File: config.mk
export PLATFORM = sky130hd
export DESIGN_NAME = pipe_stage_reg
export DESIGN_NICKNAME = d
export VERILOG_FILES = /design/src/rtl/pipe_stage_reg.sv
export SDC_FILE = /design/constraint.sdc
export NUM_CORES = 1
export LEC_CHECK = 0
export ABC_AREA = 1
export BUFFER_PORTS_ARGS = -buffer_cell sky130_fd_sc_hd__buf_2
export CAP_MARGIN = 40
export CORE_MARGIN = 5
export CORE_UTILIZATION = 30
export CTS_BUF_LIST = sky130_fd_sc_hd__clkbuf_4 sky130_fd_sc_hd__clkbuf_8
export DETAILED_ROUTE_END_ITERATION = 8
export HOLD_SLACK_MARGIN = 0.15
export SYNTH_ARGS = -nofsm -noshare
export SYNTH_HDL_FRONTEND = slang
export SYNTH_SLANG_ARGS = --single-unit
export TNS_END_PERCENT = 30
File: constraint.sdc
create_clock -name clk -period 4.2 [get_ports clk]
set_input_delay 0.21 -clock clk [delete_from_list [all_inputs] [get_ports clk]]
set_output_delay 0.21 -clock clk [all_outputs]
set_load 0.1 [all_outputs]
File: src/rtl/pipe_stage_reg.sv
// Parametrised pipeline inter-stage register: payload plus hazard-control fields,
// with stall hold, flush bubble insertion, Tnew countdown and a saturating hold counter.
module pipe_stage_reg #(
    parameter int unsigned DATA_W           = 64,
    parameter int unsigned AW               = 5,
    parameter int unsigned TW               = 2,
    parameter int unsigned EXC_W            = 5,
    parameter int unsigned CNT_W            = 16,
    parameter logic [31:0] RESET_PC         = 32'h0000_3000,
    parameter bit          TNEW_DEC         = 1'b1,
    parameter bit          KEEP_PC_ON_FLUSH = 1'b1
) (
    input  logic              clk,
    input  logic              reset,
    input  logic              en,
    input  logic              flush,
    input  logic              valid_in,
    input  logic              regwrite_in,
    input  logic [AW-1:0]     waddr_in,
    input  logic [TW-1:0]     tnew_in,
    input  logic [31:0]       pc_in,
    input  logic              bd_in,
    input  logic [EXC_W-1:0]  exc_in,
    input  logic [DATA_W-1:0] data_in,
    output logic              valid_out,
    output logic              regwrite_out,
    output logic [AW-1:0]     waddr_out,
    output logic [TW-1:0]     tnew_out,
    output logic [31:0]       pc_out,
    output logic              bd_out,
    output logic [EXC_W-1:0]  exc_out,
    output logic [DATA_W-1:0] data_out,
    output logic [CNT_W-1:0]  hold_cnt
);

    logic          regwrite_load_c;
    logic [TW-1:0] tnew_load_c;
    logic [CNT_W-1:0] hold_cnt_inc_c;

    // Values captured on a normal load; $0 and bubbles never request a GRF write.
    always_comb begin
        regwrite_load_c = regwrite_in & valid_in & (waddr_in != AW'(0));
        tnew_load_c     = tnew_in;
        if (TNEW_DEC && (tnew_in != TW'(0))) begin
            tnew_load_c = tnew_in - TW'(1);
        end
        hold_cnt_inc_c = hold_cnt;
        if (hold_cnt != {CNT_W{1'b1}}) begin
            hold_cnt_inc_c = hold_cnt + CNT_W'(1);
        end
    end

    // Priority: reset > flush > hold > load. Hold samples no inputs; flush samples only pc/bd.
    always_ff @(posedge clk) begin
        if (!reset) begin
            valid_out    <= 1'b0;
            regwrite_out <= 1'b0;
            waddr_out    <= '0;
            tnew_out     <= '0;
            pc_out       <= RESET_PC;
            bd_out       <= 1'b0;
            exc_out      <= '0;
            data_out     <= '0;
            hold_cnt     <= '0;
        end else if (flush) begin
            valid_out    <= 1'b0;
            regwrite_out <= 1'b0;
            waddr_out    <= '0;
            tnew_out     <= '0;
            exc_out      <= '0;
            data_out     <= '0;
            if (KEEP_PC_ON_FLUSH) begin
                pc_out <= pc_in;
                bd_out <= bd_in;
            end else begin
                pc_out <= RESET_PC;
                bd_out <= 1'b0;
            end
        end else if (!en) begin
            hold_cnt <= hold_cnt_inc_c;
        end else begin
            valid_out    <= valid_in;
            regwrite_out <= regwrite_load_c;
            waddr_out    <= waddr_in;
            tnew_out     <= tnew_load_c;
            pc_out       <= pc_in;
            bd_out       <= bd_in;
            exc_out      <= exc_in;
            data_out     <= data_in;
        end
    end

endmodule
Word level (Yosys, flattened, before mapping)

Cells that the tools add are included.

Add/sub/neg operators: 2
Equal/unequal tests: 1
Multiplexer cells: 5
Bitwise operators: 5
Reductions and logical operators: 5

Operators by type and width:

| cell                  | number |
|---|---|
| $mux 32               | 2 |
| $add 16x1->16 const B | 1 |
| $ne 16x16->1 const B  | 1 |
| $reduce_bool 5->1     | 1 |
| $reduce_bool 2->1     | 2 |
| $not 1->1             | 3 |
| $reduce_and 3->1      | 1 |
| $and 1x1->1           | 2 |
| $mux 1                | 2 |
| $mux 2                | 1 |
| $reduce_or 2->1       | 1 |
| $sub 2x1->2 const B   | 1 |

Flip-flop bits (word level): 127
Input bits: 115
Output and inout bits: 127
Logic and storage cells: 27

Depth between registers and ports, before layout

Gate-level depths: netlist (run 1).

Depth after elaboration: 2
Gate-level depth with buffers: 9
Depth with buffers taken out: 9

Least setup slack after synthesis (run 1)

OpenSTA, ideal clock, no wires.

Kind: register to register
From: register hold_cnt[0]
To: register hold_cnt[15]
Arrival time: 2.031 ns
Path slack: 2.051 ns
Stages on the path, launching flop included: 8
Buffers on the path: 1
Period minus slack after synthesis: 2.149 ns
Path through: dfxtp_1 > ha_1 > inv_1 > nor2_2 > nand4_4 > buf_6 > a21oi_2 > nor2_1

Cells in the longest elaborated chain, start to end: 2

Ends and longest elaborated chain:

| item                                                  | line | source |
|---|---|---|
| start, declared                                       | 33   | `output logic [CNT_W-1:0] hold_cnt` |
| start signal, assigned                                | 80   | `hold_cnt <= hold_cnt_inc_c;` |
| branches (longest 2 deep; another with $add 16x1->16) | -    |  |

Several ways; the timed one is not identified.
A chain may end at the register's enable or synchronous reset.

==> summary.txt, run 1 <==
Placed design
  – Place WS: 1970 ps
  – GPL Wtd Cong: 0.746
  – Detailed Place HPWL: 9570 um
  – Port Buf Inserts: 241

CTS
  – CTS buffer count: 17
  – Clk_lat worst skew: 420 ps
  – Htree depth: 4
  – Clk sink count: 127
  – Post-CTS sizing: 0
  – Clock tree root buffer cell: clkbuf_8
  – Clk slew on worst S/H paths: 70 ps
  – CTS tree: built
  – CTS Buffer Depth: 2
  – Post-CTS setup buffer count: 0

Synthesis
  – Count of different cell masters after synthesis: 25
  – Combinational family with the most area after synthesis: simple AND/OR/NAND/NOR gates
  – Post-synth top area share: 53.4%
  – Synth Flop Type: dfxtp_1
  – Simple-gate share of the synthesized area: 28.4%
  – Top cells by area, synth: dfxtp_1, nand2_1, a21oi_1, nor2_1, o21ai_0
  – EDFF count, synth: 0
  – Synth area leader: dfxtp_1
  – Complex-gate fraction of the synthesized area: 12.9%
  – Register bit count reported by yosys: 127
  – Post-synthesis mux area share: 0%
  – Synth Area in Adders: 0.263%
  – Synth Instances: 628
  – Post-synthesis xor/xnor area fraction: 0%
  – Async SR Flop Fraction: 0%
  – Syn Area/Cell: 7.58 um^2
  – Yosys warns: 0
  – Synth Net Count: 744
  – Seq/Total Area, Yosys: 53.4%
  – Cell area after synthesis: 4760 um^2

Timing
  – Worst-Margin Slew: 863 ps
  – Final min period: 1730 ps
  – Final Hold Viols: 0
  – Crit share post-route: 41.2%
  – Unrepaired setup endpoints after global routing: false
  – Max-slew violations: 0
  – Setup violations, final: 0
  – Relative slew margins: 42.5%
  – Max Freq: 0.578 GHz
  – Worst Skew: 7.47 ps
  – Post-route setup TNS: 0 ps
  – Final WS setup: 2470 ps

Pwr
  – Peak supply drop: 0.000245 V
  – Leak pwr: 3.58 nW
  – P_int: 2.08 mW
  – Power Dens Cells: 399 nW/um^2
  – Switching power: 0.964 mW
  – Sw frac: 31.7%
  – Seq pwr share: 41.9%
  – Clock power frac: 36.4%
  – Combinational group share of total power: 21.7%

Drt
  – DR pass1 iterations: 5
  – Starting DRT DRC Count: 293
  – Vias per cell: 4.35
  – Wire length per cell: 12.7 um
  – Final ANT Viol Nets: 0
  – Met2 Wirelength: 7300 um
  – Top routing layer used: met4
  – DRC viols: 0
  – Final wirelength: 15200 um
  – Vias: 5199
  – Met3 wire len: 1120 um
  – M1 wire length: 6450 um

Min path
  – HP Class: in -> reg
  – Hold path depth: 4
  – WHS Endpoint: pc_out[13]
  – Hold path startpoint: flush

Global routing
  – Antenna violations before repair: 0
  – GRT Resource Usage Total: 16.1%
  – Vias in the first global route: 5090
  – First-pass GRT wire length: 24200 um
  – Largest net degree at the start of global routing: 83
  – GRT Residual Overflow: 0

Cells and area
  – P&R area growth vs syn: 60.2%
  – Final #Nets: 1083
  – Layout cells sized above 1: 30.2%
  – Most frequent cells in the layout: buf_2, nand2_1, dfxtp_1
  – ANT cells: 0
  – Commonest non-fill, non-tap cell in the layout: buf_2
  – Fillers: 1541

Setup path
  – Startpoint class of the critical path: input port
  – Critical path fanouts, max: 82
  – Critical Path End Type: flip-flop
  – R2R Path End: hold_cnt[10]
  – Crit Path Category: in -> reg
  – R2R depth: 6
  – Worst Path Arrival: 2020 ps
  – Worst R2R Start: hold_cnt[0]
  – CP Data Required Time: 4490 ps
  – Reg2reg setup slack: 2680 ps

Floorplanning
  – Core Footprint: 15700 um^2
  – Die height: 136 um
  – Die Span X: 136 um
  – I/O Pins: 242
  – Row count: 46
  – Die ar.: 18500 um^2
  – Starting Density: 30.3%

Outcome
  – Status: completed

Flow run
  – Maximum capacitance violations: 0
[cell families (layout without fill, tap and decap cells)]
group                    after synthesis  count (layout)
buffers and inverters                 52             404
AND/OR/NAND/NOR                      328             328
AO/OA/AOI/OAI                        120             120
flip-flops                           127             127
adder cells (fa/ha/maj)                1               1
[metal layers]
metal | vias to the layer above | GRT usage (%)
li1 | 2680 | -
met1 | 2306 | 18.7
met2 | 186 | 27.0
met3 | 27 | 5.51
met4 | 0 | 6.83
met5 | - | 0
[power groups by stage]
| stage | Clock [mW] | Combinational (mW) | Sequential, mW |
|---|---|---|---|
| final | 1.11 | 0.662 | 1.28 |
| after global routing | 1.20 | 0.697 | 1.28 |
| after CTS | 1.15 | 0.660 | 1.27 |
| after detailed placement | 0 | 0.579 | 1.30 |
| after global placement | 0 | 0.578 | 1.30 |
| after floorplan | 0 | 0.109 | 1.65 |
[synth_stat cells (3+ instances only)]
cell and number:
buf_1 6, inv_1 13, a21oi_1 85, nor2_4 5
buf_2 6, nand4_1 3, dfxtp_1 127, nor2_1 103
buf_4 6, nand2_1 188, clkbuf_1 18, nor2_2 3
o21ai_0 31, a211oi_1 3, nand2_2 5, nand3_1 16
[flip-flops by register name, summed over array words and instances, names as in the netlist]
signal	flops
regwrite_out	1
hold_cnt	16
exc_out	5
tnew_out	2
data_out	64
valid_out	1
bd_out	1
pc_out	32
waddr_out	5
[worst max-delay path: stages]
cell and delay, ps:
buf_2 110, buf_4 620, inv_2 420, buf_4 410
nand2_1 130, a21oi_1 60
[how the worst max path moves through the flow]
stage                     slack (ps)           end  depth (start not counted)   startpoint
after floorplan                 2050  hold_cnt[15]                          7  hold_cnt[0]
after detailed placement        1970  data_out[36]                          6           en
after CTS                       2440  data_out[50]                          6           en
after global routing            2280   tnew_out[0]                          6           en
final                           2470  data_out[47]                          6           en
after global placement          1980  data_out[51]                          6           en
[area by class of cell]
type	instances	area [um^2]	share of cell area (%)
Tap cell	216	270	3.54
Inverter	14	52.6	0.689
Timing Repair Buffer	358	2370	31.0
Clock buffer	26	308	4.04
Sequential cell	127	2540	33.3
Clock inverter	6	108	1.41
Multi-Input combinational cell	449	1980	25.9
[what timing repair did]
action	in CTS	in global routing
hold endpoints to repair	111	0
endpoints found under the setup margin	0	0
hold buffers	113	0
[stage by stage]
| stage | instance area [um^2] | total power, mW | hold slack [ps] | std cells | utilization [%] |
|---|---|---|---|---|---|
| detailed placement | 6080 | 1.88 | 417 | 1051 | 38.7 |
| CTS | 7630 | 3.08 | 208 | 1196 | 48.5 |
| floorplan | 4760 | 1.75 | 323 | 628 | - |
| finish | 7630 | 3.04 | 253 | 1196 | 48.5 |
| global placement | 6080 | 1.88 | 411 | 1051 | 38.7 |
| global route | 7630 | 3.18 | 266 | 1196 | 48.5 |
Power figures use the tool's default switching activity.
==> run 2: changes to the inputs <==
clock period = 1.5 ns   (was 4.2 ns; I/O delays follow)
==> run 2 against run 1 <==
Net effect:
- total power grew to 2.9 times the previous value
- via count is 5.9% higher
- combinational power grew to 3.0 times the previous value
- global-route usage is 1.4 points higher
- clock-buffer cell count is 6 lower
- wire length is 8.3% higher
- sequential cell count stayed put
- worst setup slack worse by 2400 ps
- largest cell class is now buffers
- largest power group unchanged
- highest routed layer unchanged
==> summary.txt, run 2 (synthesis results as in run 1) <==
Drt
  – Vias per cell: 4.45 (+2.4%)
  – Met3 wire len: 1200 um (+7.2%)
  – DRC viols: 0 (unchanged)
  – Final wirelength: 16500 um (+8.3%)
  – Vias: 5506 (+5.9%)
  – Wire length per cell: 13.3 um (+4.7%)
  – Top routing layer used: met4
  – Starting DRT DRC Count: 242 (-17%)
  – M1 wire length: 6700 um (+3.8%)
  – Met2 Wirelength: 7990 um (+9.4%)
  – Final ANT Viol Nets: 0 (unchanged)
  – DR pass1 iterations: 4 (-1)

Setup path
  – Critical path fanouts, max: 24 (-71%)
  – Worst path max stage delay: 580 ps (-40 ps)
  – Startpoint class of the critical path: input port
  – Buf/Inv on CP: 4 (unchanged)
  – CP Data Required Time: 1870 ps (-2620 ps)
  – CP max-delay cell: dlygate4sd3_1
  – Critical Path End Type: flip-flop
  – Crit Path Category: in -> reg
  – Worst Path Arrival: 1750 ps (-270 ps)
  – Crit-path cells: dlygate4sd3_1 -> buf_2 -> buf_4 -> o21ai_0 -> dlygate4sd3_1 -> nor2_1
  – Crit path max-delay family: buffers and inverters
  – Most frequent cell on the critical path: dlygate4sd3_1

CTS
  – Post-CTS setup buffer count: 0 (unchanged)
  – Htree depth: 4 (unchanged)
  – Clk slew on worst S/H paths: 80 ps (about the same)
  – Clock tree root buffer cell: clkbuf_8
  – CTS Buffer Depth: 2 (unchanged)
  – Clk_lat worst skew: 430 ps (about the same)
  – CTS buffer count: 17 (unchanged)
  – CTS tree: built
  – Clk sink count: 127 (unchanged)

Pwr
  – P_int: 6.01 mW (+190%)
  – Combinational group share of total power: 22.2% (+0.5 points)
  – Switching power: 2.86 mW (+200%)
  – Power Dens Cells: 1090 nW/um^2 (+170%)
  – Leak pwr: 3.76 nW (+5.0%)
  – Sw frac: 32.2% (+0.57 points)
  – Peak supply drop: 0.000615 V (+150%)
  – Clock power frac: 37.8% (+1.4 points)
  – Seq pwr share: 40.0% (-1.9 points)

Cells and area
  – Biggest registers after layout: data_out x64, pc_out x32, hold_cnt x16
  – Final #Nets: 1124 (+3.8%)
  – Post-route design area: 8180 um^2 (+7.2%)
  – Commonest non-fill, non-tap cell in the layout: buf_2
  – P&R area growth vs syn: 71.7%
  – Layout cells sized above 1: 31.2% (+1.0 points)
  – Most frequent cells in the layout: buf_2, nand2_1, dlygate4sd3_1
  – Most flop-heavy register: data_out
  – ANT cells: 0 (unchanged)
  – Max FFs per register: 64 (unchanged)
  – Final Util: 52.0% (+3.5 points)

Min path
  – HP Class: in -> reg

Floorplanning
  – Die Span X: 136 um (unchanged)
  – Row count: 46 (unchanged)
  – Die ar.: 18500 um^2 (unchanged)
  – Core Footprint: 15700 um^2 (unchanged)
  – Die height: 136 um (unchanged)
  – Starting Density: 30.3% (unchanged)
  – I/O Pins: 242 (unchanged)

Timing
  – Setup violations, final: 0 (unchanged)
  – Max Freq: 0.724 GHz
  – Max-slew violations: 0 (unchanged)
  – Crit share post-route: 92.1%
  – Worst-Margin Slew: 520 ps (-343 ps)
  – Final Hold Viols: 0 (unchanged)
  – Worst Skew: 6.68 ps (-0.790 ps)
  – Final min period: 1380 ps
  – Unrepaired setup endpoints after global routing: false
  – Relative slew margins: 65.5% (+23 points)
  – Post-route setup TNS: 0 ps (unchanged)

Outcome
  – Status: completed

Global routing
  – GRT Residual Overflow: 0 (unchanged)
  – First-pass GRT wire length: 26200 um (+8.0%)
  – Vias in the first global route: 5438 (+6.8%)
  – Antenna violations before repair: 0 (unchanged)
  – GRT Resource Usage Total: 17.5% (+1.4 points)
  – Largest net degree at the start of global routing: 79 (-4.8%)

Placed design
  – Detailed Place HPWL: 9970 um (+4.3%)
  – Port Buf Inserts: 241 (unchanged)
  – GPL Wtd Cong: 0.732 (-1.9%)
  – Dpl cell area: 6220 um^2 (+2.3%)

Flow run
  – Maximum capacitance violations: 0 (unchanged)
==> run 2: cell types whose count changed in the layout (fill, tap and decap cells not counted), sizes merged <==
cell,previous run,this run
buf,245,250
bufinv,3,4
clkbuf,26,20
clkinv,2,5
clkinvlp,1,0
dlygate4sd3,113,149
inv,14,17
==> run 2: area by class of cell <==
| class | instances | area, um^2 |
|---|---|---|
| Fill cell | 1462 | 7540 |
| Sequential cell | 127 | 2600 |
| Tap cell | 216 | 270 |
| Timing Repair Buffer | 399 | 2790 |
| Multi-Input combinational cell | 449 | 2000 |
| Clock inverter | 12 | 180 |
| Inverter | 14 | 52.6 |
| Clock buffer | 20 | 275 |
==> run 2: repair_timing <==
item                                   CTS  global route
gates resized for setup                  0             2
setup endpoints to repair                0             3
endpoints found under the hold margin  127             0
hold buffers                           149             0
==> run 2: final timing paths <==
kind / to / start / slack (ps) / cells after the start
max reg2reg: hold_cnt[4] / hold_cnt[0] / 150 / 6
min reg2reg: data_out[33] / data_out[33] / 460 / 2
min: hold_cnt[6] / flush / 190 / 7
max: pc_out[3] / reset / 120 / 6
==> run 2: power groups by stage <==
stage                     Sequential (mW)  Combinational [mW]  Clock, mW
after floorplan                      4.58               0.307          0
after global placement               3.62                1.65          0
after detailed placement             3.62                1.65          0
after CTS                            3.54                1.97       3.46
after global routing                 3.56                2.08       3.60
final                                3.55                1.97       3.35
==> run 2: metal layers <==
layer,GRT usage (%),vias to the layer above
li1,-,2774
met1,19.9,2495
met2,29.7,191
met3,5.33,46
met4,8.96,0
met5,0,-
==> run 2: through the flow <==
step	power, mW	std cells	setup slack (ps)	hold WS, ps
2_1_floorplan	4.89	628	11.9	188
3_3_place_gp	5.27	1056	210	285
3_5_place_dp	5.27	1056	154	288
4_1_cts	8.97	1237	99.7	160
5_1_grt	9.24	1237	13.9	196
6_report	8.87	1237	118	195
==> run 2: worst register-to-register path: cells and delay by family, from the launching register on <==
kind                     cells  cell delay [ps]
AND/OR/NAND/NOR              3              450
adder cells (fa/ha/maj)      1              140
buffers and inverters        1               60
flip-flops                   1              380
AO/OA/AOI/OAI                1              220
==> run 3: changes to the inputs <==
RECOVER_POWER = 25   (was unset)
==> run 3 against run 2 <==
Net effect:
- first-iteration DRC count did not move
- sequential share of layout area is essentially flat
- non-clock buffer count unchanged
- sequential cell count unchanged
- global-route usage did not move
- hold slack about the same
- die area stayed put
- clock-buffer cell count stayed put
- final cell count is the same
- sequential power about the same
- clock power hardly changed
- wire length about the same
==> summary.txt, run 3 (synthesis results as in run 1) <==
Outcome
  – Status: completed

Cells and area
  – Non-filler cells, final: 1237 (unchanged)
  – ANT cells: 0 (unchanged)
  – Commonest non-fill, non-tap cell in the layout: buf_2
  – Final #Nets: 1124 (unchanged)
  – Max FFs per register: 64 (unchanged)
  – Most flop-heavy register: data_out
  – Biggest registers after layout: data_out x64, pc_out x32, hold_cnt x16
  – P&R area growth vs syn: 71.7% (about the same)
  – Layout cells sized above 1: 31.1% (-0.098 points)
  – Post-route design area: 8170 um^2 (about the same)
  – Most frequent cells in the layout: buf_2, nand2_1, dlygate4sd3_1

CTS
  – CTS Buffer Depth: 2 (unchanged)
  – Clock tree root buffer cell: clkbuf_8
  – Post-CTS setup buffer count: 0 (unchanged)
  – CTS tree: built
  – Htree depth: 4 (unchanged)
  – CTS buffer count: 17 (unchanged)
  – Clk_lat worst skew: 430 ps (about the same)
  – Clk sink count: 127 (unchanged)
  – Clk slew on worst S/H paths: 80 ps (about the same)

Placed design
  – Port Buf Inserts: 241 (unchanged)
  – Cell count after placement: 1056 (unchanged)
  – GPL Wtd Cong: 0.732 (unchanged)
  – Detailed Place HPWL: 9970 um (unchanged)
  – Place WS: 154 ps (unchanged)
  – Dpl cell area: 6220 um^2 (unchanged)

Setup path
  – Critical path fanouts, max: 24 (unchanged)
  – Crit Path Category: in -> reg
  – Worst R2R Start: hold_cnt[0]
  – Worst Path Arrival: 1740 ps (about the same)
  – Critical Path End Type: flip-flop
  – R2R Path End: hold_cnt[4]
  – CP Data Required Time: 1870 ps (about the same)
  – R2R depth: 6 (unchanged)
  – Startpoint class of the critical path: input port
  – Reg2reg setup slack: 150 ps (about the same)

Drt
  – DRC viols: 0 (unchanged)
  – Final wirelength: 16500 um (about the same)
  – Vias per cell: 4.45 (unchanged)
  – Starting DRT DRC Count: 242 (unchanged)
  – Vias: 5506 (unchanged)
  – Final ANT Viol Nets: 0 (unchanged)
  – DR pass1 iterations: 4 (unchanged)
  – Wire length per cell: 13.3 um (about the same)

Timing
  – Max-slew violations: 0 (unchanged)
  – Crit share post-route: 91.4% (-0.73 points)
  – Max Freq: 0.729 GHz (+0.80%)
  – Post-route setup TNS: 0 ps (unchanged)
  – Final min period: 1370 ps (-11.0 ps)
  – Relative slew margins: 65.5% (unchanged)
  – Worst Skew: 6.71 ps (+0.0269 ps)
  – Worst-Margin Slew: 520 ps (unchanged)
  – Unrepaired setup endpoints after global routing: false
  – Setup violations, final: 0 (unchanged)
  – Final WS setup: 129 ps (+11.0 ps)
  – Final Hold Viols: 0 (unchanged)

Min path
  – Hold path startpoint: flush
  – HP Class: in -> reg
  – Hold path depth: 7 (unchanged)
  – WHS Endpoint: hold_cnt[6]

Global routing
  – GRT Resource Usage Total: 17.5% (unchanged)
  – Largest net degree at the start of global routing: 79 (unchanged)
  – First-pass GRT wire length: 26200 um (unchanged)
  – Vias in the first global route: 5438 (unchanged)
  – GRT Residual Overflow: 0 (unchanged)
  – Antenna violations before repair: 0 (unchanged)

Floorplanning
  – Starting Density: 30.3% (unchanged)
  – Core Footprint: 15700 um^2 (unchanged)
  – Die height: 136 um (unchanged)
  – I/O Pins: 242 (unchanged)
  – Row count: 46 (unchanged)
  – Die Span X: 136 um (unchanged)
  – Die ar.: 18500 um^2 (unchanged)

Pwr
  – Leak pwr: 3.76 nW (about the same)
  – Power Dens Cells: 1090 nW/um^2 (about the same)
  – Peak supply drop: 0.000615 V (about the same)

Flow run
  – Maximum capacitance violations: 0 (unchanged)
## run 3: cell counts in the layout (fill, tap and decap cells not counted)
No cell type changed its count.
## run 3: final cells by class
type / count / area (um^2)
fillers: 1462 / 7540
repair buffers: 399 / 2790
flip-flops and latches: 127 / 2600
multi-input cells: 449 / 2000
clock buffers: 20 / 275
well taps: 216 / 270
clock inverters: 12 / 180
inverters: 14 / 52.6
## run 3: worst max-delay path by stage
stage	start	to	slack, ps	cells past startpoint
2_1_floorplan	hold_cnt[0]	hold_cnt[9]	10	7
3_3_place_gp	hold_cnt[1]	hold_cnt[15]	210	6
3_5_place_dp	hold_cnt[1]	hold_cnt[9]	150	6
4_1_cts	reset	pc_out[9]	100	6
5_1_grt	hold_cnt[0]	hold_cnt[5]	10	6
6_report	reset	pc_out[3]	130	6
## run 3: power breakdown
part,switching (mW),internal [mW],leakage [nW]
clock,1.39,1.96,0.234
sequential,0.0676,3.48,1.05
combinational,1.40,0.576,2.47
total,2.86,6.01,3.76
## run 3: what timing repair did
item	in CTS	in global routing
endpoints found under the hold margin	127	0
resized for setup	0	2
hold buffers	149	0
endpoints found under the setup margin	0	3
## run 3: worst max-delay path: stages
cell           delay (ps)
dlygate4sd3_1         520
buf_2                 130
buf_4                 230
o21ai_0               120
dlygate4sd3_1         580
nor2_1                 80
## run 3: metal layers
layer | vias up | part of all wire [%] | track usage [%]
met5 | - | 0 | 0
met4 | 0 | 3.7 | 8.96
met3 | 46 | 7.3 | 5.33
met2 | 191 | 48 | 29.7
met1 | 2495 | 41 | 19.9
li1 | 2774 | - | -
## run 3: metrics by stage
stage	total power, mW	hold slack [ps]	utilization [%]
after floorplan	4.89	188	-
after global placement	5.27	285	39.6
after detailed placement	5.27	288	39.6
after CTS	8.97	160	52.0
after global routing	9.24	196	52.0
final	8.87	195	52.0
